==> src/rtl/i2s_tx_fifo_serializer.sv <==
// Buffers {L,R} sample pairs in a small FIFO and serializes them as Philips-I2S.
// Output stays muted until the FIFO is primed to half full; an underflow re-mutes it.
module i2s_tx_fifo_serializer #(
  parameter int unsigned DATA_WIDTH = 24,
  parameter int unsigned SLOT_WIDTH = 32,
  parameter int unsigned BCK_HALF   = 4,
  parameter int unsigned FIFO_AW    = 2
) (
  input  logic                  AMCLK_i,
  input  logic                  ARST_i,
  input  logic [DATA_WIDTH-1:0] APSDATA_LEFT_i,
  input  logic [DATA_WIDTH-1:0] APSDATA_RIGHT_i,
  input  logic                  APDATA_VALID_i,
  output logic                  I2S_BCK,
  output logic                  I2S_WS,
  output logic                  I2S_DATA,
  output logic [FIFO_AW:0]      FIFO_LEVEL_o,
  output logic                  OVF_o,
  output logic                  UNF_o
);

  localparam int unsigned Depth     = 2 ** FIFO_AW;
  localparam int unsigned FrameBits = 2 * SLOT_WIDTH;
  localparam int unsigned BitW      = $clog2(FrameBits);
  localparam int unsigned DivW      = (BCK_HALF > 1) ? $clog2(BCK_HALF) : 1;
  localparam int unsigned FrameW    = 2 * DATA_WIDTH;

  localparam logic [FIFO_AW:0]   LevelOne   = (FIFO_AW + 1)'(1);
  localparam logic [FIFO_AW:0]   PrimeLevel = (FIFO_AW + 1)'(2 ** (FIFO_AW - 1));
  localparam logic [FIFO_AW:0]   FullLevel  = (FIFO_AW + 1)'(Depth);
  localparam logic [FIFO_AW-1:0] PtrOne     = FIFO_AW'(1);
  localparam logic [BitW-1:0]    BitOne     = BitW'(1);
  localparam logic [BitW-1:0]    LastBit    = BitW'(FrameBits - 1);
  localparam logic [BitW-1:0]    SlotBits   = BitW'(SLOT_WIDTH);
  localparam logic [BitW-1:0]    DataBits   = BitW'(DATA_WIDTH);
  localparam logic [DivW-1:0]    DivOne     = DivW'(1);
  localparam logic [DivW-1:0]    DivLast    = DivW'(BCK_HALF - 1);

  typedef enum logic {StPrime, StRun} state_e;

  state_e              state_q, state_d;
  logic [DivW-1:0]     div_cnt_q, div_cnt_d;
  logic [BitW-1:0]     bit_cnt_q, bit_cnt_d;
  logic                bck_q, bck_d;
  logic                ws_q, ws_d;
  logic                data_q, data_d;
  logic                ovf_q, ovf_d;
  logic                unf_q, unf_d;
  logic [FrameW-1:0]   frame_q, frame_d;

  logic [FrameW-1:0]   mem_q [Depth];
  logic [FIFO_AW-1:0]  wr_ptr_q, wr_ptr_d;
  logic [FIFO_AW-1:0]  rd_ptr_q, rd_ptr_d;
  logic [FIFO_AW:0]    count_q, count_d;

  logic                tick, fall_tick, frame_start;
  logic                pop, push_ok;
  logic [BitW-1:0]     slot_pos;
  logic [DATA_WIDTH-1:0] sample, sample_sh;

  assign tick        = (div_cnt_q == DivLast);
  assign fall_tick   = tick && bck_q;
  assign frame_start = fall_tick && (bit_cnt_q == LastBit);

  // Bit clock, frame position, frame fetch and serial data
  always_comb begin
    div_cnt_d = div_cnt_q + DivOne;
    bck_d     = bck_q;
    bit_cnt_d = bit_cnt_q;
    ws_d      = ws_q;
    data_d    = data_q;
    frame_d   = frame_q;
    state_d   = state_q;
    pop       = 1'b0;
    unf_d     = 1'b0;
    slot_pos  = '0;
    sample    = '0;
    sample_sh = '0;

    if (tick) begin
      div_cnt_d = '0;
      bck_d     = ~bck_q;
    end

    if (fall_tick) begin
      bit_cnt_d = (bit_cnt_q == LastBit) ? '0 : bit_cnt_q + BitOne;

      // The fetch must settle before the first bit of the new frame is chosen.
      if (frame_start) begin
        case (state_q)
          StPrime: begin
            frame_d = '0;
            if (count_q >= PrimeLevel) begin
              state_d = StRun;
              pop     = 1'b1;
              frame_d = mem_q[rd_ptr_q];
            end
          end
          StRun: begin
            if (count_q != '0) begin
              pop     = 1'b1;
              frame_d = mem_q[rd_ptr_q];
            end else begin
              frame_d = '0;
              unf_d   = 1'b1;
              state_d = StPrime;
            end
          end
          default: state_d = StPrime;
        endcase
      end

      ws_d      = (bit_cnt_d >= SlotBits);
      slot_pos  = ws_d ? (bit_cnt_d - SlotBits) : bit_cnt_d;
      sample    = ws_d ? frame_d[DATA_WIDTH-1:0] : frame_d[FrameW-1:DATA_WIDTH];
      sample_sh = sample << (slot_pos - BitOne);
      // Slot position 0 is the Philips one-BCK delay; positions past the sample are padding.
      data_d    = (slot_pos != '0 && slot_pos <= DataBits) ? sample_sh[DATA_WIDTH-1] : 1'b0;
    end
  end

  // FIFO bookkeeping; a pop in the same cycle frees the slot a push on full needs
  assign push_ok = APDATA_VALID_i && ((count_q != FullLevel) || pop);
  assign ovf_d   = APDATA_VALID_i && (count_q == FullLevel) && !pop;

  always_comb begin
    wr_ptr_d = wr_ptr_q;
    rd_ptr_d = rd_ptr_q;
    count_d  = count_q;
    if (push_ok) begin
      wr_ptr_d = wr_ptr_q + PtrOne;
    end
    if (pop) begin
      rd_ptr_d = rd_ptr_q + PtrOne;
    end
    case ({push_ok, pop})
      2'b10:   count_d = count_q + LevelOne;
      2'b01:   count_d = count_q - LevelOne;
      default: count_d = count_q;
    endcase
  end

  always_ff @(posedge AMCLK_i) begin
    if (ARST_i) begin
      state_q   <= StPrime;
      div_cnt_q <= '0;
      bit_cnt_q <= LastBit;
      bck_q     <= 1'b0;
      ws_q      <= 1'b1;
      data_q    <= 1'b0;
      ovf_q     <= 1'b0;
      unf_q     <= 1'b0;
      frame_q   <= '0;
      wr_ptr_q  <= '0;
      rd_ptr_q  <= '0;
      count_q   <= '0;
    end else begin
      state_q   <= state_d;
      div_cnt_q <= div_cnt_d;
      bit_cnt_q <= bit_cnt_d;
      bck_q     <= bck_d;
      ws_q      <= ws_d;
      data_q    <= data_d;
      ovf_q     <= ovf_d;
      unf_q     <= unf_d;
      frame_q   <= frame_d;
      wr_ptr_q  <= wr_ptr_d;
      rd_ptr_q  <= rd_ptr_d;
      count_q   <= count_d;
    end
  end

  // Storage needs no reset: entries are only read once the pointers say they hold data.
  always_ff @(posedge AMCLK_i) begin
    if (push_ok) begin
      mem_q[wr_ptr_q] <= {APSDATA_LEFT_i, APSDATA_RIGHT_i};
    end
  end

  assign I2S_BCK      = bck_q;
  assign I2S_WS       = ws_q;
  assign I2S_DATA     = data_q;
  assign FIFO_LEVEL_o = count_q;
  assign OVF_o        = ovf_q;
  assign UNF_o        = unf_q;

endmodule

==> config.mk <==
export PLATFORM = sky130hd
export DESIGN_NAME = i2s_tx_fifo_serializer
export DESIGN_NICKNAME = d
export VERILOG_FILES = /design/src/rtl/i2s_tx_fifo_serializer.sv
export SDC_FILE = /design/constraint.sdc
export NUM_CORES = 1
export LEC_CHECK = 0
export BUFFER_PORTS_ARGS = -buffer_cell sky130_fd_sc_hd__buf_2
export CAP_MARGIN = 20
export CORE_ASPECT_RATIO = 0.75
export CORE_MARGIN = 2
export CORE_UTILIZATION = 60
export DETAILED_ROUTE_END_ITERATION = 10
export PLACE_DENSITY = 0.79
export SLEW_MARGIN = 25
export SYNTH_ARGS = -nofsm -noshare
export SYNTH_HDL_FRONTEND = slang
export SYNTH_SLANG_ARGS = --single-unit
==> constraint.sdc <==
create_clock -name AMCLK_i -period 9.3 [get_ports AMCLK_i]
set_input_delay 1.86 -clock AMCLK_i [delete_from_list [all_inputs] [get_ports AMCLK_i]]
set_output_delay 1.86 -clock AMCLK_i [all_outputs]
set_load 0.1 [all_outputs]
=== Word level (Yosys, flattened, before mapping) ===
Memory sizes are Yosys's and may differ from the RTL's. A register that Yosys moved wholly into a read port is not among the register bits.
Index checks and enable logic that the tools add are counted.

* Eq/ne operators: 6
* Bitwise logic cells: 4
* Reductions and logical operators: 14
* Mux-type cells: 20
* Add/subtract/negate cells: 8
* $lt $le $gt $ge: 3
* Shifts and indexed selects: 1

{| class="wikitable"
|+ Operators by type and width
! operator !! count
|-
| two-way mux 48 bit || 4
|-
| one-hot mux 48 bit (2 select lines) || 1
|-
| two-way mux 24 bit || 1
|-
| left shift 24 x 6 -> 24 bit || 1
|-
| two-way mux 6 bit || 2
|-
| two-way mux 1 bit || 8
|-
| adder 2 x 1 -> 2 bit (second input constant) || 3
|-
| adder 6 x 1 -> 6 bit (second input constant) || 1
|-
| == test 6 bit (second input constant) || 1
|-
| >= comparator 6 bit (second input constant) || 1
|-
| <= comparator 6 x 5 -> 1 bit (second input constant) || 1
|-
| logical AND 1 bit || 6
|-
| one-hot mux 3 bit (2 select lines) || 1
|-
| nonzero test 6 bit || 1
|-
| subtractor 6 x 1 -> 6 bit (second input constant) || 1
|-
| subtractor 6 bit (second input constant) || 1
|-
| == test 2 bit (second input constant) || 2
|-
| two-way mux 2 bit || 2
|-
| NOT 1 bit || 4
|-
| OR reduction 4 bit || 1
|-
| adder 3 x 1 -> 3 bit (second input constant) || 1
|-
| == test 3 bit (second input constant) || 1
|-
| >= comparator 3 x 2 -> 1 bit (second input constant) || 1
|-
| != test 3 bit (second input constant) || 1
|-
| 9 further kinds || 9
|}

* Register bits after elaboration: 69
* Memories: 1
* Logic and storage cells: 69
* Bits in writable memories: 192
* Bits of input ports: 51
* Output and inout bits: 8

{| class="wikitable"
|+ Memories
! memory !! depth !! bits a word !! rd ports !! clocked after memory_dff !! write ports !! line !! RTL
|-
| mem_q || 4 || 48 || 1 || 1 || 1 || 51 || <nowiki>logic [FrameW-1:0] mem_q [Depth];</nowiki>
|}

=== Depth between registers and ports, before layout ===
* Depth in word-level cells: 9
* Gate-level depth with buffers: 14
* Gate-level depth less buffers: 11

=== Worst setup path before layout ===
OpenSTA, ideal clock, no wires.

* Path type: register to register
* Start point: reg bck_q (netlist: I2S_BCK)
* End point: mem mem_q[0][0] (netlist bit), enable pin
* Setup slack: 4.558 ns
* Cell stages (with the launch flop): 9
* Path buffers: 3
* Arrival time: 4.288 ns
* Required time: 8.846 ns
* Library setup time: 0.454 ns
* Clock period less this slack: 4.742 ns
* Cells stage by stage: dfxtp_1 > nand4_1 > or2_0 > buf_2 > buf_6 > buf_2 > nand2_1 > o31ai_2 > nor2_1

* Word-level cells in the longest chain between the ends: 8

{| class="wikitable"
|+ RTL lines
! item !! line !! RTL
|-
| start, declared || 44 || <nowiki>logic bck_q, bck_d;</nowiki>
|-
| start signal, assigned || 161 || <nowiki>bck_q <= bck_d;</nowiki>
|-
| logical AND 1 bit (*) || 62 || <nowiki>assign fall_tick = tick && bck_q;</nowiki>
|-
| logical AND 1 bit || 63 || <nowiki>assign frame_start = fall_tick && (bit_cnt_q == LastBit);</nowiki>
|-
| two-way mux 1 bit || 89 || <nowiki>if (frame_start) begin</nowiki>
|-
| two-way mux 1 bit (*) || 85 || <nowiki>if (fall_tick) begin</nowiki>
|-
| logical OR 1 bit (*) || 123 || <nowiki>assign push_ok = APDATA_VALID_i && ((count_q != FullLevel) || pop);</nowiki>
|-
| logical AND 1 bit (*) || 123 ||
|-
| two-way mux 1 bit (*) || 175 || <nowiki>if (push_ok) begin</nowiki>
|-
| two-way mux 1 bit (not written as such) (*) || 176 || <nowiki>mem_q[wr_ptr_q] <= {APSDATA_LEFT_i, APSDATA_RIGHT_i};</nowiki>
|-
| end, declared || 51 ||
|}

Every way passes the cells marked *; elsewhere a longest branch is shown, timed or not.

=== Final worst setup path ===
* Start point: reg bit_cnt_q[0]
* End point: reg count_q[2] (netlist: FIFO_LEVEL_o[2])

* Word-level cells in the longest chain between the ends: 8
* Elaborated cells on any way between the ends: 10
* Those cells by class: 3 x eq/ne; 3 x mux; 4 x reduce/logical

{| class="wikitable"
|+ RTL lines
! item !! line !! RTL
|-
| start, declared || 43 || <nowiki>logic [BitW-1:0] bit_cnt_q, bit_cnt_d;</nowiki>
|-
| start signal, assigned || 147 || <nowiki>bit_cnt_q <= LastBit;</nowiki>
|-
| start signal, assigned || 160 || <nowiki>bit_cnt_q <= bit_cnt_d;</nowiki>
|-
| == test 6 bit (*) || 63 ||
|-
| logical AND 1 bit (*) || 63 ||
|-
| two-way mux 1 bit (*) || 89 ||
|-
| two-way mux 1 bit (*) || 85 ||
|-
| logical OR 1 bit || 123 ||
|-
| logical AND 1 bit || 123 ||
|-
| == test 2 x 1 -> 1 bit / == test 2 bit (equally long branches) || 136 || <nowiki>case ({push_ok, pop})</nowiki>
|-
| one-hot mux 3 bit (2 select lines) / nonzero test 2 bit (equally long branches) || - ||
|-
| end signal, assigned || 169 || <nowiki>count_q <= count_d;</nowiki>
|-
| end, declared || 54 || <nowiki>logic [FIFO_AW:0] count_q, count_d;</nowiki>
|}

Marks and branches as above.
A chain may end at the register's enable or synchronous reset.

==> flow_metrics.py <==
metrics = {
    "status": {
        "status": "complete, no violations",
    },
    "grt": {
        "grt_pass1_vias": 6115,
        "antenna_found_initial": 0,
        "grt_pass1_wl_mm": 33.11,
        "grt_max_degree": 54,
        "gr-usage-all-layers": 0.2279,
        "overflow": 0,
    },
    "cts": {
        "ctsResizeCount": 0,
        "cts_tree": "yes",
        "htreeDepth": 1,
        "cts_made_buffers": 24,
        "cts-hold-fix-buffers": 0,
        "path_clk_slew_ns": 0.07,
        "clk_latency_ns": 0.52,
        "clock_sink_count": 263,
        "post-cts-setup-buffers": 0,
        "clock_path_buffers": 3,
        "clock-root-buffer": "clkbuf_16",
    },
    "routing": {
        "wl_met2_mm": 9.470,
        "routed_wl_mm": 20.07,
        "drc": 0,
        "routed.top_layer": "met4",
        "wl_met3_mm": 1.161,
        "vias": 5870,
        "wl_per_cell_um": 20.99,
        "drt_iter0_markers": 464,
        "viasPerCell": 6.140,
        "wl_met1_mm": 9.144,
        "antenna_left": 0,
        "drtPass1Iterations": 5,
    },
    "logic_synthesis": {
        "syn_area_per_cell_um2": 16.20,
        "ys.flop_type": "edfxtp_1",
        "synth_nets": 712,
        "ys_types": 68,
        "ys_top_cells_by_area": "edfxtp_1 55%, dfxtp_1 13%, mux4_2 9.8%",
        "synth-edff-count": 192,
        "synth_top_cell_by_area": "edfxtp_1",
        "synth_top_area_frac": 0.5458,
        "synthArstFlopShare": 0,
        "synth_cells": 652,
        "synthesis.area_mm2": 0.01056,
        "synth_seq_cells": 263,
        "ys_warn_count": 0,
        "ys_seq_area_frac": 0.6803,
    },
    "placed_design": {
        "dpl.hpwl_mm": 12.60,
        "port_buffers": 58,
        "gp_congestion": 0.8836,
        "dp_cells": 912,
    },
    "cells_and_area": {
        "regArea_mm2": 0.007192,
        "drive_gt1_frac": 0.2375,
        "insertedDiodeCount": 0,
        "fillers": 1132,
        "stdcell_count": 956,
        "areaGrowthSynthToFinish_pct": 11.63,
        "num-nets-final": 762,
        "multi_input_area_mm2": 0.003112,
        "final_util": 0.6924,
    },
    "worst_setup_path": {
        "cp-start-kind": "register",
        "cp_max_fo": 51,
        "crit_type": "register to register",
        "cp.required_ns": 9.74,
        "cp_data_arrival_time_ns": 4.36,
        "worstPathCellList": "ha_1 > nand4_1 > or2_2 > buf_4 > nand2_1 > o31ai_4 > ha_1 > inv_1 > fa_1 > xor2_1 > or3_1 > a21oi_1",
        "slowest_stage": "o31ai_4",
        "max_stage_delay_ns": 0.56,
        "end_kind": "register",
        "cp_common_cell": "ha_1",
    },
    "timing": {
        "hold_viol_final": 0,
        "worst_pin_slew_ns": 0.8383,
        "fin_crit_ns": 3.923,
        "setup_violations": 0,
        "slew_viol_final": 0,
        "tns_ns": 0,
        "grt_setup_unrepaired": "false",
        "timing.fmax_mhz": 254.9,
        "period_share": 0.4219,
        "skew_ns": 0.01259,
        "holdWs_ns": 0.4277,
        "relSlewSlack": 0.4404,
    },
    "run": {
        "maxCapViolations": 0,
    },
    "power": {
        "ir_worst_vdd_uv": 150.8,
        "cellPowerDensity_mw_per_mm2": 202.7,
        "cellLeakagePower_nw": 3.996,
        "power_mw": 2.390,
    },
    "die": {
        "die_w_um": 157.2,
        "coreArea_mm2": 0.01703,
        "num_rows": 41,
        "die_h_um": 118.9,
        "start_util": 0.6203,
        "die_area_mm2": 0.01869,
        "ioPinCount": 59,
    },
    "min_path": {
        "hp-class": "register to register",
    },
}
[worst max-delay path: cells and delay by family (launching register included)]
family / cells / cell delay, ns
xor+xnor: 1 / 0.17
flops: 1 / 0.46
compound gates: 2 / 0.70
fa+ha+maj: 3 / 1.13
simple gates: 4 / 0.87
buf+inv: 2 / 0.52
[placed cells by master, fill, tap and decap left out, drive strengths merged, types with 2 or more instances in the layout]
master | synthesis | routed
a2111oi | 4 | 4
a211o | 4 | 4
a211oi | 5 | 5
a21bo | 2 | 2
a21oi | 9 | 9
a221o | 2 | 2
a22o | 25 | 25
a22oi | 23 | 23
a2bb2oi | 2 | 2
a31oi | 4 | 4
and2 | 23 | 23
and3 | 2 | 2
buf | 25 | 66
bufinv | 0 | 2
clkbuf | 17 | 35
clkinv | 1 | 7
dfxtp | 71 | 71
edfxtp | 192 | 192
ha | 8 | 8
inv | 14 | 14
mux2 | 5 | 5
mux2i | 12 | 12
mux4 | 48 | 48
nand2 | 13 | 13
nand3 | 7 | 7
nand4 | 4 | 4
nor2 | 49 | 49
nor3 | 7 | 7
nor3b | 2 | 2
nor4bb | 2 | 2
o211a | 4 | 4
o211ai | 6 | 6
o21a | 4 | 4
o21ai | 21 | 21
o31ai | 2 | 2
or3 | 5 | 5
xnor2 | 5 | 5
xor2 | 5 | 5
[routing by layer]
metal | vias to the layer above | track usage
met2 | 204 | 0.3581
met3 | 25 | 0.03348
met1 | 2961 | 0.3446
met4 | 0 | 0.04773
met5 | - | 0
li1 | 2680 | -
[area by class of cell]
cell class | count | share of cell area
clock buffers | 35 | 0.05708
clock inverters | 9 | 0.009231
inverters | 15 | 0.005199
multi-input cells | 332 | 0.2639
flip-flops and latches | 263 | 0.6099
well taps | 236 | 0.02504
repair buffers | 66 | 0.02971
[synth_stat cells, types with 4 or more instances]
cell / n
mux2i_1: 12
o211a_1: 4
a31oi_1: 4
buf_4: 4
ha_1: 8
a21oi_1: 9
buf_2: 13
xor2_1: 5
or3_1: 4
nand3_1: 6
a211o_1: 4
nand2_1: 12
nor3_1: 7
a22oi_1: 21
nand4_1: 4
edfxtp_1: 192
a22o_1: 25
nor2_1: 49
clkbuf_1: 17
dfxtp_1: 71
inv_1: 14
mux2_2: 4
a211oi_1: 5
o211ai_1: 6
and2_1: 23
buf_6: 5
o21ai_0: 20
xnor2_1: 5
o21a_1: 4
mux4_2: 46
[per-stage QoR]
stage	cell area, um^2	setup slack [ns]
6_report	11790	5.377
5_1_grt	11790	4.996
4_1_cts	11780	5.090
2_1_floorplan	10560	4.558
3_5_place_dp	11000	5.107
3_3_place_gp	11000	5.313
[state kept, by name, summed over array words and instances, names as in the netlist, named ones only]
name          cells
wr_ptr_q          2
OVF_o             1
UNF_o             1
bit_cnt_q         6
mem_q           192
state_q           1
I2S_WS            1
I2S_BCK           1
rd_ptr_q          2
I2S_DATA          1
frame_q          48
div_cnt_q         2
FIFO_LEVEL_o      3
[path summary, 6_finish.rpt]
path / from / endpoint / slack [ns] / depth (start not counted)
max: bit_cnt_q[0]$_SDFFE_PP1P_ / FIFO_LEVEL_o[2]$_SDFFE_PP0P_ / 5.38 / 12
max reg2reg: bit_cnt_q[0]$_SDFFE_PP1P_ / FIFO_LEVEL_o[2]$_SDFFE_PP0P_ / 5.38 / 12
min: div_cnt_q[0]$_SDFF_PP0_ / div_cnt_q[0]$_SDFF_PP0_ / 0.43 / 1
min reg2reg: div_cnt_q[0]$_SDFF_PP0_ / div_cnt_q[0]$_SDFF_PP0_ / 0.43 / 1
[where the power goes]
part | switching (mW) | total (mW) | internal (mW)
Clock | 0.400 | 0.961 | 0.561
Sequential | 0.0133 | 1.32 | 1.31
Combinational | 0.0730 | 0.111 | 0.0376
[kinds of logic after synthesis]
kind of cell | share of synthesized area
adder cells (fa/ha/maj) | 0.01137
XOR/XNOR | 0.008291
AO/OA/AOI/OAI | 0.09333
flip-flops | 0.6803
AND/OR/NAND/NOR | 0.05816
multiplexers | 0.1197
buffers and inverters | 0.02878
Note: power is estimated with default switching activity, not from simulation.
